### src/rtl/spike_event_collector.sv
// Collects AER spike events into a 128-bit timestep bitmap and publishes it on each tick.
// Latency: an event shows up at the first tick edge at or after its accept edge. No backpressure beyond enable.
module spike_event_collector #(
    parameter int TICK_DIV = 50000,
    parameter int CNT_W    = 16
) (
    input  logic             clk,
    input  logic             reset,
    input  logic             enable,
    input  logic             sw_tick,
    input  logic             ev_valid,
    input  logic [6:0]       ev_addr,
    output logic             ev_ready,
    output logic [31:0]      spike_a,
    output logic [31:0]      spike_b,
    output logic [31:0]      spike_c,
    output logic [31:0]      spike_d,
    output logic [31:0]      timestep,
    output logic [CNT_W-1:0] ev_count,
    output logic             tick_out
);

    localparam int              DIV_W    = $clog2(TICK_DIV);
    localparam logic [DIV_W-1:0] DIV_LAST = DIV_W'(TICK_DIV - 1);

    logic [127:0]     work_q, work_d;
    logic [127:0]     pub_q, pub_d;
    logic [CNT_W-1:0] cnt_q, cnt_d;
    logic [CNT_W-1:0] evc_q, evc_d;
    logic [DIV_W-1:0] div_q, div_d;
    logic [31:0]      ts_q, ts_d;
    logic             tick_q, tick_d;

    logic             accept;
    logic             tick;
    logic [127:0]     ev_bit;
    logic [CNT_W-1:0] cnt_inc;

    always_comb begin
        accept          = ev_valid && enable;
        ev_bit          = '0;
        ev_bit[ev_addr] = accept;
        cnt_inc         = (accept && (cnt_q != '1)) ? cnt_q + CNT_W'(1) : cnt_q;
        tick            = (enable && (div_q == DIV_LAST)) || sw_tick;

        work_d = work_q | ev_bit;
        cnt_d  = cnt_inc;
        div_d  = enable ? div_q + DIV_W'(1) : div_q;
        pub_d  = pub_q;
        evc_d  = evc_q;
        ts_d   = ts_q;
        tick_d = tick;

        // A same-cycle event belongs to the timestep being closed.
        if (tick) begin
            pub_d  = work_q | ev_bit;
            evc_d  = cnt_inc;
            work_d = '0;
            cnt_d  = '0;
            div_d  = '0;
            ts_d   = ts_q + 32'd1;
        end
    end

    always_ff @(posedge clk or posedge reset) begin
        if (reset) begin
            work_q <= '0;
            pub_q  <= '0;
            cnt_q  <= '0;
            evc_q  <= '0;
            div_q  <= '0;
            ts_q   <= '0;
            tick_q <= 1'b0;
        end else begin
            work_q <= work_d;
            pub_q  <= pub_d;
            cnt_q  <= cnt_d;
            evc_q  <= evc_d;
            div_q  <= div_d;
            ts_q   <= ts_d;
            tick_q <= tick_d;
        end
    end

    assign ev_ready = enable;
    assign spike_a  = pub_q[31:0];
    assign spike_b  = pub_q[63:32];
    assign spike_c  = pub_q[95:64];
    assign spike_d  = pub_q[127:96];
    assign timestep = ts_q;
    assign ev_count = evc_q;
    assign tick_out = tick_q;

endmodule

### config.mk
export PLATFORM = sky130hd
export DESIGN_NAME = spike_event_collector
export DESIGN_NICKNAME = d
export VERILOG_FILES = /design/src/rtl/spike_event_collector.sv
export SDC_FILE = /design/constraint.sdc
export NUM_CORES = 1
export LEC_CHECK = 0
export CAP_MARGIN = 10
export CORE_MARGIN = 4
export CORE_UTILIZATION = 35
export CTS_CLUSTER_SIZE = 16
export DETAILED_ROUTE_END_ITERATION = 12
export PLACE_DENSITY_LB_ADDON = 0.05
export REMOVE_ABC_BUFFERS = 1
export SETUP_SLACK_MARGIN = 0.5
export SLEW_MARGIN = 10
export SYNTH_ARGS = -nofsm -noshare
export SYNTH_HDL_FRONTEND = slang
export SYNTH_SLANG_ARGS = --single-unit
### constraint.sdc
create_clock -name clk -period 11 [get_ports clk]
set_clock_uncertainty 0.2 [all_clocks]
set_input_delay 2.2 -clock clk [delete_from_list [all_inputs] [get_ports clk]]
set_output_delay 2.2 -clock clk [all_outputs]
set_load 0.03 [all_outputs]
Word-level counts from Yosys, hierarchy flattened

Cells that the tools add are included.

Reduce and logical (&&, ||, !) cells: 6
Mux-type cells: 7
Add/subtract/negate cells: 3
Bitwise operators: 2
Equality and inequality tests: 2
$lt $le $gt $ge: 2

Operators with widths:

| kind                                                 | count |
|---|---|
| AND 128 bit                                          | 1 |
| two-way mux 128 bit                                  | 1 |
| OR 128 bit                                           | 1 |
| two-way mux 16 bit                                   | 4 |
| adder 16 x 1 -> 16 bit (second input constant)       | 2 |
| adder 32 x 1 -> 32 bit (second input constant)       | 1 |
| == test 16 bit (second input constant)               | 1 |
| != test 16 bit (second input constant)               | 1 |
| < comparator 7 x 8 -> 1 bit (second input constant)  | 1 |
| demux 1 bit (select 7 bit)                           | 1 |
| >= comparator 7 x 1 -> 1 bit (second input constant) | 1 |
| logical AND 1 bit                                    | 4 |
| nonzero test 2 bit                                   | 1 |
| logical OR 1 bit                                     | 1 |
| two-way mux 1 bit                                    | 1 |

Output and inout bits: 178
Register bits: 337

Longest topological paths before layout

Gate-level depths: netlist of the first run.

Depth after elaboration: 7
Gate-level depth with buffers: 8

Worst setup path after synthesis of the first run

OpenSTA, ideal clock, no wires.

Path type: in2out
Start point: in enable
End point: out ev_ready
Setup slack: 6.255 ns
Arrival: 2.345 ns
Cell stages on the path: 1
Cell sequence: buf_4

RTL lines:

| what               | line | RTL |
|---|---|---|
| start: declaration | 9    | `input logic enable,` |
| end: declaration   | 13   | `output logic ev_ready,` |

No word-level cell between the ends.

Final worst setup path of the first run

Start point: in enable
End point: out ev_ready

No word-level cell between the ends.

==> run metrics, run 1 <==
Worst Setup Path Type=primary input to output pin; status=finished clean; final hold viol count=0; highest net fanout along the worst path=11; Cell Area, Synth=~13000 um2; CTS resizes=0; DRC Markers=0; # H-tree levels=2; Worst setup EP type=output pin; mean instance size in the synthesized netlist=~11 um2; count of cell types in the netlist=37; power density cells=approximately 180 nW/um2; core area=35910 um2; overflow left after global routing=0; CP Data Arrival Time=about 3.7 ns; num rows=69; fraction of final layout cells with drive strength greater than 1=between 6 and 7%; flop and latch count out of synthesis=337; number of antenna violations at the first check in global routing=4; most common flop cell mapped by yosys=dfrtp_1; post-CTS setup-driven buffer insertion count=0; Die ar.=roughly 40000 um2; hpwl dp=between 15 and 20 mm; CP bufs+invs=2; clock period minus worst slack=6.112 ns; smallest setup slack after layout=about 4.9 ns; insertion delay of the later-clocked pin in the worst-skew pair=0.52 ns; number of global-route vias before repair=9054; crit start category=primary input; via/cell ratio=roughly 4.8; number of standard cells after synthesis=1216; Critical-path top delay cell=clkdlybuf4s50_1; count of boundary I/O pins=between 150 and 200; net switching component of the power=~750 uW; buffers added on ports=~190; Max transition margin=16.14%; count of vias placed by the detailed router=~9100; die width=199.6 um; slew at the pin closest to its max-slew limit=~1.3 ns; Comb power frac=a little under an eighth; maximum capacitance violations=0; first-pass GRT wire length=approximately 52 mm; Final nets=between 1000 and 1500; Lkg Pwr=~0.0074 uW; slowest cell delay on critical path=about 0.76 ns; worst slack at placement=4.882 ns; cell class contributing the biggest share of worst-path delay=buffers and inverters; sequential power share=45.4%; DRT antenna net count=0; starting density of the core=35.79%; aggregate negative setup slack=0 ns; total of hold buffers inserted after clock tree synthesis=0; maximum number of pins on one net before global-route repair=approximately 230; Internal Pwr Total=about 2200 uW; clock transition at the registers of the reported paths=about 0.050 ns; number of synthesized flops with an enable pin=0; async set-or-reset flop fraction in the synthesized netlist=100.0%; chip height=around 200 um; library cell used as clock root buffer=clkbuf_16; worst vdd rail ir drop=roughly 0.00011 V; first-pass iteration count of the detailed router=4; fmax=approximately 160 MHz; post-detailed-route wirelength per cell=between 15 and 20 um; wire length after detailed routing=32.43 mm; clock tree from TritonCTS=done; cell-by-cell trace of the critical path=clkdlybuf4s50_1, clkdlybuf4s50_1; post-layout power=approximately 3000 uW; final setup vio count=0; sequential area share after synthesis=65.61%; total routing resource utilization after global routing=~16%; switching power share of the total=between 20% and 30%; Synth Warn #=0; Final Cycle Share=a little under three fifths; number of buffers created by CTS=37; maximum buffer depth of the clock tree=3; setup repair after global routing missed its margin=false; violation count after the first detailed-route iteration=433; Final Max Tran Viols=0; Num Clock Sinks=337; most frequent cell on the critical path=clkdlybuf4s50_1; final weighted congestion in routability-driven placement=0.7607; data required time at the worst endpoint=~8.6 ns; area delta synth->final=27.42%; clock power share=between 40 and 50%; class of the tightest hold or removal check=register to register
-- cells in the mapped netlist (6+ instances only) --
library cell  number  share of area, %
dfrtp_1          337                66
nand4_1           17              0.83
nand3_1           25              0.97
nand2b_1           6              0.29
and4_1             7              0.48
xor2_1            30               2.0
o21ai_0           11              0.43
nand2_1           35               1.0
buf_2             43               1.7
xnor2_1           23               1.6
nor3_1            12              0.47
inv_1              7              0.20
and3_1            10              0.49
nor2_1           331               9.7
a21oi_1          265                10
buf_4             14              0.82
-- sequential cells by signal (all words and copies together), names as in the netlist --
register and flops:
timestep 32, pub_q 128, tick_out 1, cnt_q 16
work_q 128, div_q 16, ev_count 16
-- metal layers --
metal | share of wire [%] | global-route usage (%) | up-vias
met1 | 47 | 23.70 | 4440
met3 | 5.0 | 3.692 | 37
met2 | 46 | 25.28 | 169
met5 | 0.12 | 0 | -
met4 | 1.5 | 3.522 | 6
li1 | - | - | 4439
-- final cells by class --
cell class | count | area (um2)
fill | 3451 | 19540
sequential | 337 | 8433
multi-input combinational | 809 | 4068
timing repair buffer | 199 | 1979
clock buffer | 60 | 1175
tap | 461 | 576.8
clock inverter | 8 | 93.84
inverter | 8 | 50.05
antenna | 1 | 2.502
-- path summary, 6_finish.rpt --
kind / from / to / slack (ns) / depth (start not counted)
worst max-delay path: enable / ev_ready / 4.89 / 2
min in group asynchronous: reset / timestep[0]$_DFFE_PP0P_ / 2.12 / 2
worst min-delay path: timestep[31]$_DFFE_PP0P_ / timestep[31]$_DFFE_PP0P_ / 0.27 / 1
worst min register to register: timestep[31]$_DFFE_PP0P_ / timestep[31]$_DFFE_PP0P_ / 0.27 / 1
max in group asynchronous: reset / pub_q[23]$_DFFE_PP0P_ / 6.91 / 3
worst max register to register: div_q[0]$_DFFE_PP0P_ / pub_q[49]$_DFFE_PP0P_ / 7.59 / 7
-- cell usage in the layout (no fill, tap or decap), drive strengths merged, types with 6 or more instances in the layout --
master	instances
nor2	331
inv	8
nand2	35
and4	7
nor3	15
dfrtp	337
xor2	30
buf	10
and3	10
clkdlybuf4s50	189
o21ai	11
xnor2	23
nand4	19
a21oi	265
nand3	25
clkinv	6
nand2b	6
clkbuf	60
-- kinds of logic after synthesis --
logic type,count (synthesis),synth area share (%)
multiplexers,6,0.4867
AO/OA/AOI/OAI,282,11.23
AND/OR/NAND/NOR,465,15.82
XOR/XNOR,53,3.611
flip-flops,337,65.61
buffers and inverters,70,2.950
adder cells (fa/ha/maj),3,0.2921
-- stage by stage --
step	hold slack (ns)	util [%]	instances	cell area [um2]
2_1_floorplan	0.2493	-	1154	12510
3_3_place_gp	0.2572	42.06	1814	15110
3_5_place_dp	0.2625	42.06	1814	15110
4_1_cts	0.2707	45.60	1882	16380
5_1_grt	0.2905	45.60	1883	16380
6_report	0.2657	45.60	1883	16380
-- power groups by stage --
stage / Clock, uW / Sequential [uW] / Combinational, uW
floorplan: 0 / 1440 / 103
global placement: 0 / 1360 / 338
detailed placement: 0 / 1350 / 340
CTS: 1310 / 1330 / 342
global route: 1360 / 1340 / 365
finish: 1270 / 1330 / 334
Note: power is estimated with default switching activity, not from simulation.
==> run 2: changes to the inputs <==
==> constraint.sdc (replaced) <==
create_clock -name clk -period 5.1 [get_ports clk]
set_clock_uncertainty 0.2 [all_clocks]
set_input_delay 1.02 -clock clk [delete_from_list [all_inputs] [get_ports clk]]
set_output_delay 1.02 -clock clk [all_outputs]
set_load 0.03 [all_outputs]
==> run 2 against run 1 <==
  * First-iteration DRC count decreased by 4.6%
  * Sequential cell count did not move
  * Register-to-register slack worse by 5.4 ns
  * Critical path depth grew 1
==> run metrics, run 2 (synthesis results as in run 1) <==
status=finished clean; commonest non-fill, non-tap cell in the layout=dfrtp_1; leading cell types in the layout, fill and taps excluded=337 x dfrtp_1, 325 x nor2_1, 265 x a21oi_1; most heavily used metal layer in global routing=met2; final hold slack=0.2745 ns (+0.008854 ns); chip height=199.6 um (unchanged); total of hold buffers inserted after clock tree synthesis=0 (unchanged); data required time at the worst endpoint=3.88 ns (-4.72 ns); slowest cell delay on critical path=0.69 ns (-0.07 ns); Num Clock Sinks=337 (unchanged); post-detailed-route wirelength per cell=17.43 um (+1.2%); final setup vio count=0 (unchanged); met2 track demand over resource in global routing=25.40% (+0.11 points); post-CTS setup-driven buffer insertion count=0 (unchanged); fraction of final layout cells with drive strength greater than 1=6.993% (+0.73 points); hpwl dp=20.99 mm (+5.1%); first-pass GRT wire length=52.44 mm (+0.88%); maximum buffer depth of the clock tree=3 (unchanged); fill cell total of the finished layout=3437 (-0.41%); cell-by-cell trace of the critical path=clkdlybuf4s50_1, buf_4, clkdlybuf4s50_1; setup repair after global routing missed its margin=false; met1 usage=24.21% (+0.51 points); power density cells=388.4 nW/um2 (+120%); wire length after detailed routing=32.98 mm (+1.7%); worst vdd rail ir drop=0.0002147 V (+100%); CTS resizes=0 (unchanged); die width=199.6 um (unchanged); post-route core utilization=46.06% (+0.46 points); clock tree from TritonCTS=done; crit start category=primary input; area delta synth->final=28.71%; core area=35910 um2 (unchanged); aggregate negative setup slack=0 ns (unchanged); violation count after the first detailed-route iteration=413 (-4.6%); CP Data Arrival Time=2.34 ns (-1.37 ns); number of global-route vias before repair=9229 (+1.9%); clock transition at the registers of the reported paths=0.05 ns (about the same); count of vias placed by the detailed router=9118 (+0.30%); Max transition margin=22.17% (+6.0 points); num rows=69 (unchanged); global-route met3 utilization=3.608% (-0.084 points); DRC Markers=0 (unchanged); Lkg Pwr=0.007490 uW (+1.2%); number of buffers created by CTS=39 (+5.4%); via/cell ratio=4.819 (-0.18%); highest net fanout along the worst path=11 (unchanged); library cell used as clock root buffer=clkbuf_16; maximum capacitance violations=0 (unchanged); slew at the pin closest to its max-slew limit=1.159 ns (-0.09808 ns); DRT antenna net count=0 (unchanged); post-layout power=6425 uW (+120%); first-pass iteration count of the detailed router=4 (unchanged); overflow left after global routing=0 (unchanged); final weighted congestion in routability-driven placement=0.7384 (-2.9%); Final nets=1418 (+0.78%); total routing resource utilization after global routing=16.50% (+0.17 points); # H-tree levels=2 (unchanged); Worst setup EP type=output pin; Final Cycle Share=a little over two thirds; fmax=281.1 MHz; insertion delay of the later-clocked pin in the worst-skew pair=0.52 ns (about the same); clock period minus worst slack=about 3.6 ns; number of antenna violations at the first check in global routing=3 (-1); starting density of the core=35.79% (unchanged); final hold viol count=0 (unchanged); class of the tightest hold or removal check=register to register; Final Max Tran Viols=0 (unchanged); Worst Setup Path Type=primary input to output pin; buffers added on ports=189 (unchanged); cell class contributing the biggest share of worst-path delay=buffers and inverters; Critical-path top delay cell=clkdlybuf4s50_1; count of boundary I/O pins=190 (unchanged); most frequent cell on the critical path=clkdlybuf4s50_1; CP bufs+invs=3 (+1); Die ar.=39850 um2 (unchanged); maximum number of pins on one net before global-route repair=164 (-27%)
run 2: final cells by class:
class / count / area [um2] / share of cell area, %
timing repair buffer: 208 / 2097 / 12.68
tap: 461 / 576.8 / 3.487
clock buffer: 61 / 1231 / 7.442
sequential: 337 / 8433 / 50.98
inverter: 8 / 50.05 / 0.3025
antenna: 1 / 2.502 / 0.01513
multi-input combinational: 809 / 4068 / 24.59
clock inverter: 7 / 85.08 / 0.5143
run 2: per-layer routing:
layer  wire, um  part of all wire, %  up-vias
met4        481                  1.5        6
met2      15120                   46      157
li1           -                    -     4453
met5         36                 0.11        -
met3       1597                  4.8       43
met1      15740                   48     4459
run 2: final timing paths:
check	cells after the start	from	slack (ns)	end
max in group asynchronous	3	reset	2.85	pub_q[45]$_DFFE_PP0P_
setup / recovery	3	enable	1.54	ev_ready
hold reg to reg	2	ev_count[4]$_DFFE_PP0P_	0.27	ev_count[4]$_DFFE_PP0P_
hold / removal	2	ev_count[4]$_DFFE_PP0P_	0.27	ev_count[4]$_DFFE_PP0P_
setup reg to reg	7	div_q[0]$_DFFE_PP0P_	2.22	pub_q[31]$_DFFE_PP0P_
min in group asynchronous	2	reset	0.82	work_q[119]$_DFF_PP0_
run 2: worst min-delay path, delay by kind of cell (launching register included):
kind | cells | cell delay, ns
compound gates | 1 | 0.06
simple gates | 1 | 0.04
flops | 1 | 0.34
run 2: per-stage QoR:
stage	cell area, um2	setup slack (ns)	instances
after global placement	15220	1.265	1823
after floorplan	12510	-5.458	1154
after global routing	16540	1.487	1891
final	16540	1.543	1892
after CTS	16540	1.533	1891
after detailed placement	15220	1.181	1823
run 2: power by group:
part / internal (uW) / switching [uW]
sequential: 2780 / 95.7
combinational: 260 / 469
clock: 1750 / 1070
total: 4790 / 1630
==> run 3: changes to the inputs <==
==> constraint.sdc (replaced) <==
create_clock -name clk -period 3.5 [get_ports clk]
set_clock_uncertainty 0.2 [all_clocks]
set_input_delay 0.7 -clock clk [delete_from_list [all_inputs] [get_ports clk]]
set_output_delay 0.7 -clock clk [all_outputs]
set_load 0.03 [all_outputs]
==> run 3 against run 2 <==
  * Hold slack worse by 0.0027 ns
  * Sequential cell count stayed put
  * Wire length decreased by 0.24%
  * Largest power group unchanged
  * Non-clock buffer count increased by 21
  * Worst setup slack got worse by 0.86 ns
  * Total power up 45%
  * Cell count increased by 1.2%
  * Register-to-register slack lost 1.1 ns
  * Sequential share of layout area decreased by 0.62 points
  * Utilization grew 0.57 points
  * Clock power up 43%
  * Via count increased by 0.64%
==> run metrics, run 3 (synthesis results as in run 1) <==
Internal Pwr Total=6874 uW (+43%); total routing resource utilization after global routing=16.48% (about the same); highest net fanout along the worst path=11 (unchanged); placed cell count=1844 (+1.2%); smallest setup slack after layout=0.6827 ns (-0.8598 ns); final setup vio count=0 (unchanged); first-pass GRT wire length=52.67 mm (+0.43%); switching power share of the total=26.04% (+0.63 points); maximum capacitance violations=0 (unchanged); crit start category=primary input; Final nets=1439 (+1.5%); Die ar.=39850 um2 (unchanged); final hold viol count=0 (unchanged); via/cell ratio=4.792 (-0.57%); DRC Markers=0 (unchanged); violation count after the first detailed-route iteration=354 (-14%); DRT antenna net count=0 (unchanged); library cell used as clock root buffer=clkbuf_16; global-route met3 utilization=4.047% (+0.44 points); number of buffers created by CTS=39 (unchanged); aggregate negative setup slack=0 ns (unchanged); maximum buffer depth of the clock tree=3 (unchanged); number of antenna violations at the first check in global routing=4 (+1); count of boundary I/O pins=190 (unchanged); clock power share=43.3% (-0.6 points); chip height=199.6 um (unchanged); status=finished clean; first-pass iteration count of the detailed router=4 (unchanged); total of hold buffers inserted after clock tree synthesis=0 (unchanged); post-detailed-route wirelength per cell=17.18 um (-1.4%); commonest non-fill, non-tap cell in the layout=dfrtp_1; met2 track demand over resource in global routing=25.69% (+0.29 points); Comb power frac=11.7% (+0.4 points); number of standard cells in the layout, taps in and fillers out=1915 (+1.2%); Critical-path top delay cell=clkdlybuf4s50_1; cell-by-cell trace of the critical path=clkdlybuf4s50_1, dlygate4sd2_1; met1 usage=23.70% (-0.51 points); setup repair after global routing missed its margin=false; leading cell types in the layout, fill and taps excluded=337 x dfrtp_1, 325 x nor2_1, 265 x a21oi_1; slew at the pin closest to its max-slew limit=0.8334 ns (-0.3251 ns); power density cells=554.9 nW/um2 (+43%); wire length after detailed routing=32.90 mm (-0.24%); count of vias placed by the detailed router=9176 (+0.64%); post-CTS setup-driven buffer insertion count=0 (unchanged); num rows=69 (unchanged); CP bufs+invs=2 (-1); clock period minus worst slack=between 2 and 3 ns; core area=35910 um2 (unchanged); clock transition at the registers of the reported paths=0.06 ns (about the same); clock tree from TritonCTS=done; maximum number of pins on one net before global-route repair=113 (-31%); most heavily used metal layer in global routing=met2; Worst Setup Path Type=primary input to output pin; class of the tightest hold or removal check=register to register; overflow left after global routing=0 (unchanged); fill cell total of the finished layout=3455 (+0.52%); fmax=approximately 350 MHz; Final Max Tran Viols=0 (unchanged); Final Cycle Share=between 80% and 90%; hpwl dp=21.77 mm (+3.7%); data required time at the worst endpoint=2.60 ns (-1.28 ns); area delta synth->final=30.30%; worst slack at placement=0.1943 ns (-0.9864 ns); net switching component of the power=2421 uW (+48%); post-route core utilization=46.63% (+0.57 points); Lkg Pwr=0.007617 uW (+1.7%); CP Data Arrival Time=1.92 ns (-0.42 ns); Num Clock Sinks=337 (unchanged); slowest cell delay on critical path=0.76 ns (+0.07 ns); Max transition margin=44.23% (+22 points); die width=199.6 um (unchanged); starting density of the core=35.79% (unchanged); worst vdd rail ir drop=0.0002840 V (+32%); Worst setup EP type=output pin; number of global-route vias before repair=9282 (+0.57%); sequential power share=45.1% (+0.3 points); fraction of final layout cells with drive strength greater than 1=8.672% (+1.7 points); insertion delay of the later-clocked pin in the worst-skew pair=0.52 ns (about the same); # H-tree levels=2 (unchanged); CTS resizes=1 (+1); final hold slack=0.2718 ns (-0.002716 ns); final weighted congestion in routability-driven placement=0.7646 (+3.5%); buffers added on ports=189 (unchanged); cell class contributing the biggest share of worst-path delay=buffers and inverters
[run 3: area by class of cell]
class,count,area (um2),area share [%]
flip-flops and latches,337,8433,50.35
multi-input cells,809,4073,24.32
repair buffers,229,2320,13.85
clock buffers,57,1185,7.075
well taps,461,576.8,3.444
clock inverters,13,108.9,0.6499
inverters,8,50.05,0.2988
diodes,1,2.502,0.01494
[run 3: worst paths after layout]
path	from	slack, ns	endpoint	cells after the start
worst max-delay path	enable	0.68	ev_ready	2
worst min-delay path	timestep[31]$_DFFE_PP0P_	0.27	timestep[31]$_DFFE_PP0P_	1
worst max register to register	div_q[0]$_DFFE_PP0P_	1.11	pub_q[93]$_DFFE_PP0P_	7
worst min register to register	timestep[31]$_DFFE_PP0P_	0.27	timestep[31]$_DFFE_PP0P_	1
max in group asynchronous	reset	1.87	pub_q[63]$_DFFE_PP0P_	3
min in group asynchronous	reset	0.51	timestep[1]$_DFFE_PP0P_	2
[run 3: power groups by stage]
stage | registers, uW | logic (uW) | clock network (uW)
global placement | 4260 | 1100 | 0
CTS | 4190 | 1110 | 4150
global route | 4210 | 1180 | 4310
floorplan | 4520 | 324 | 0
detailed placement | 4260 | 1100 | 0
finish | 4190 | 1090 | 4020
[run 3: routing by layer]
layer  vias to the layer above  part of all wire, %
met1                      4457                   47
li1                       4501                    -
met2                       167                   46
met3                        45                  5.2
met5                         -                 0.11
met4                         6                  1.6
[run 3: worst register-to-register path, stage by stage (launching register included)]
cell and delay (ns):
dfrtp_1 0.40, ha_1 0.25, and4_1 0.28, a41oi_4 0.26
clkinv_8 0.28, buf_12 0.31, nor2_1 0.24, a21oi_1 0.05
[run 3: through the flow]
step	total power [uW]	instance area [um2]
after global placement	5358	15440
after floorplan	4845	12510
after global routing	9701	16750
after CTS	9452	16740
after detailed placement	5361	15440
final	9295	16750
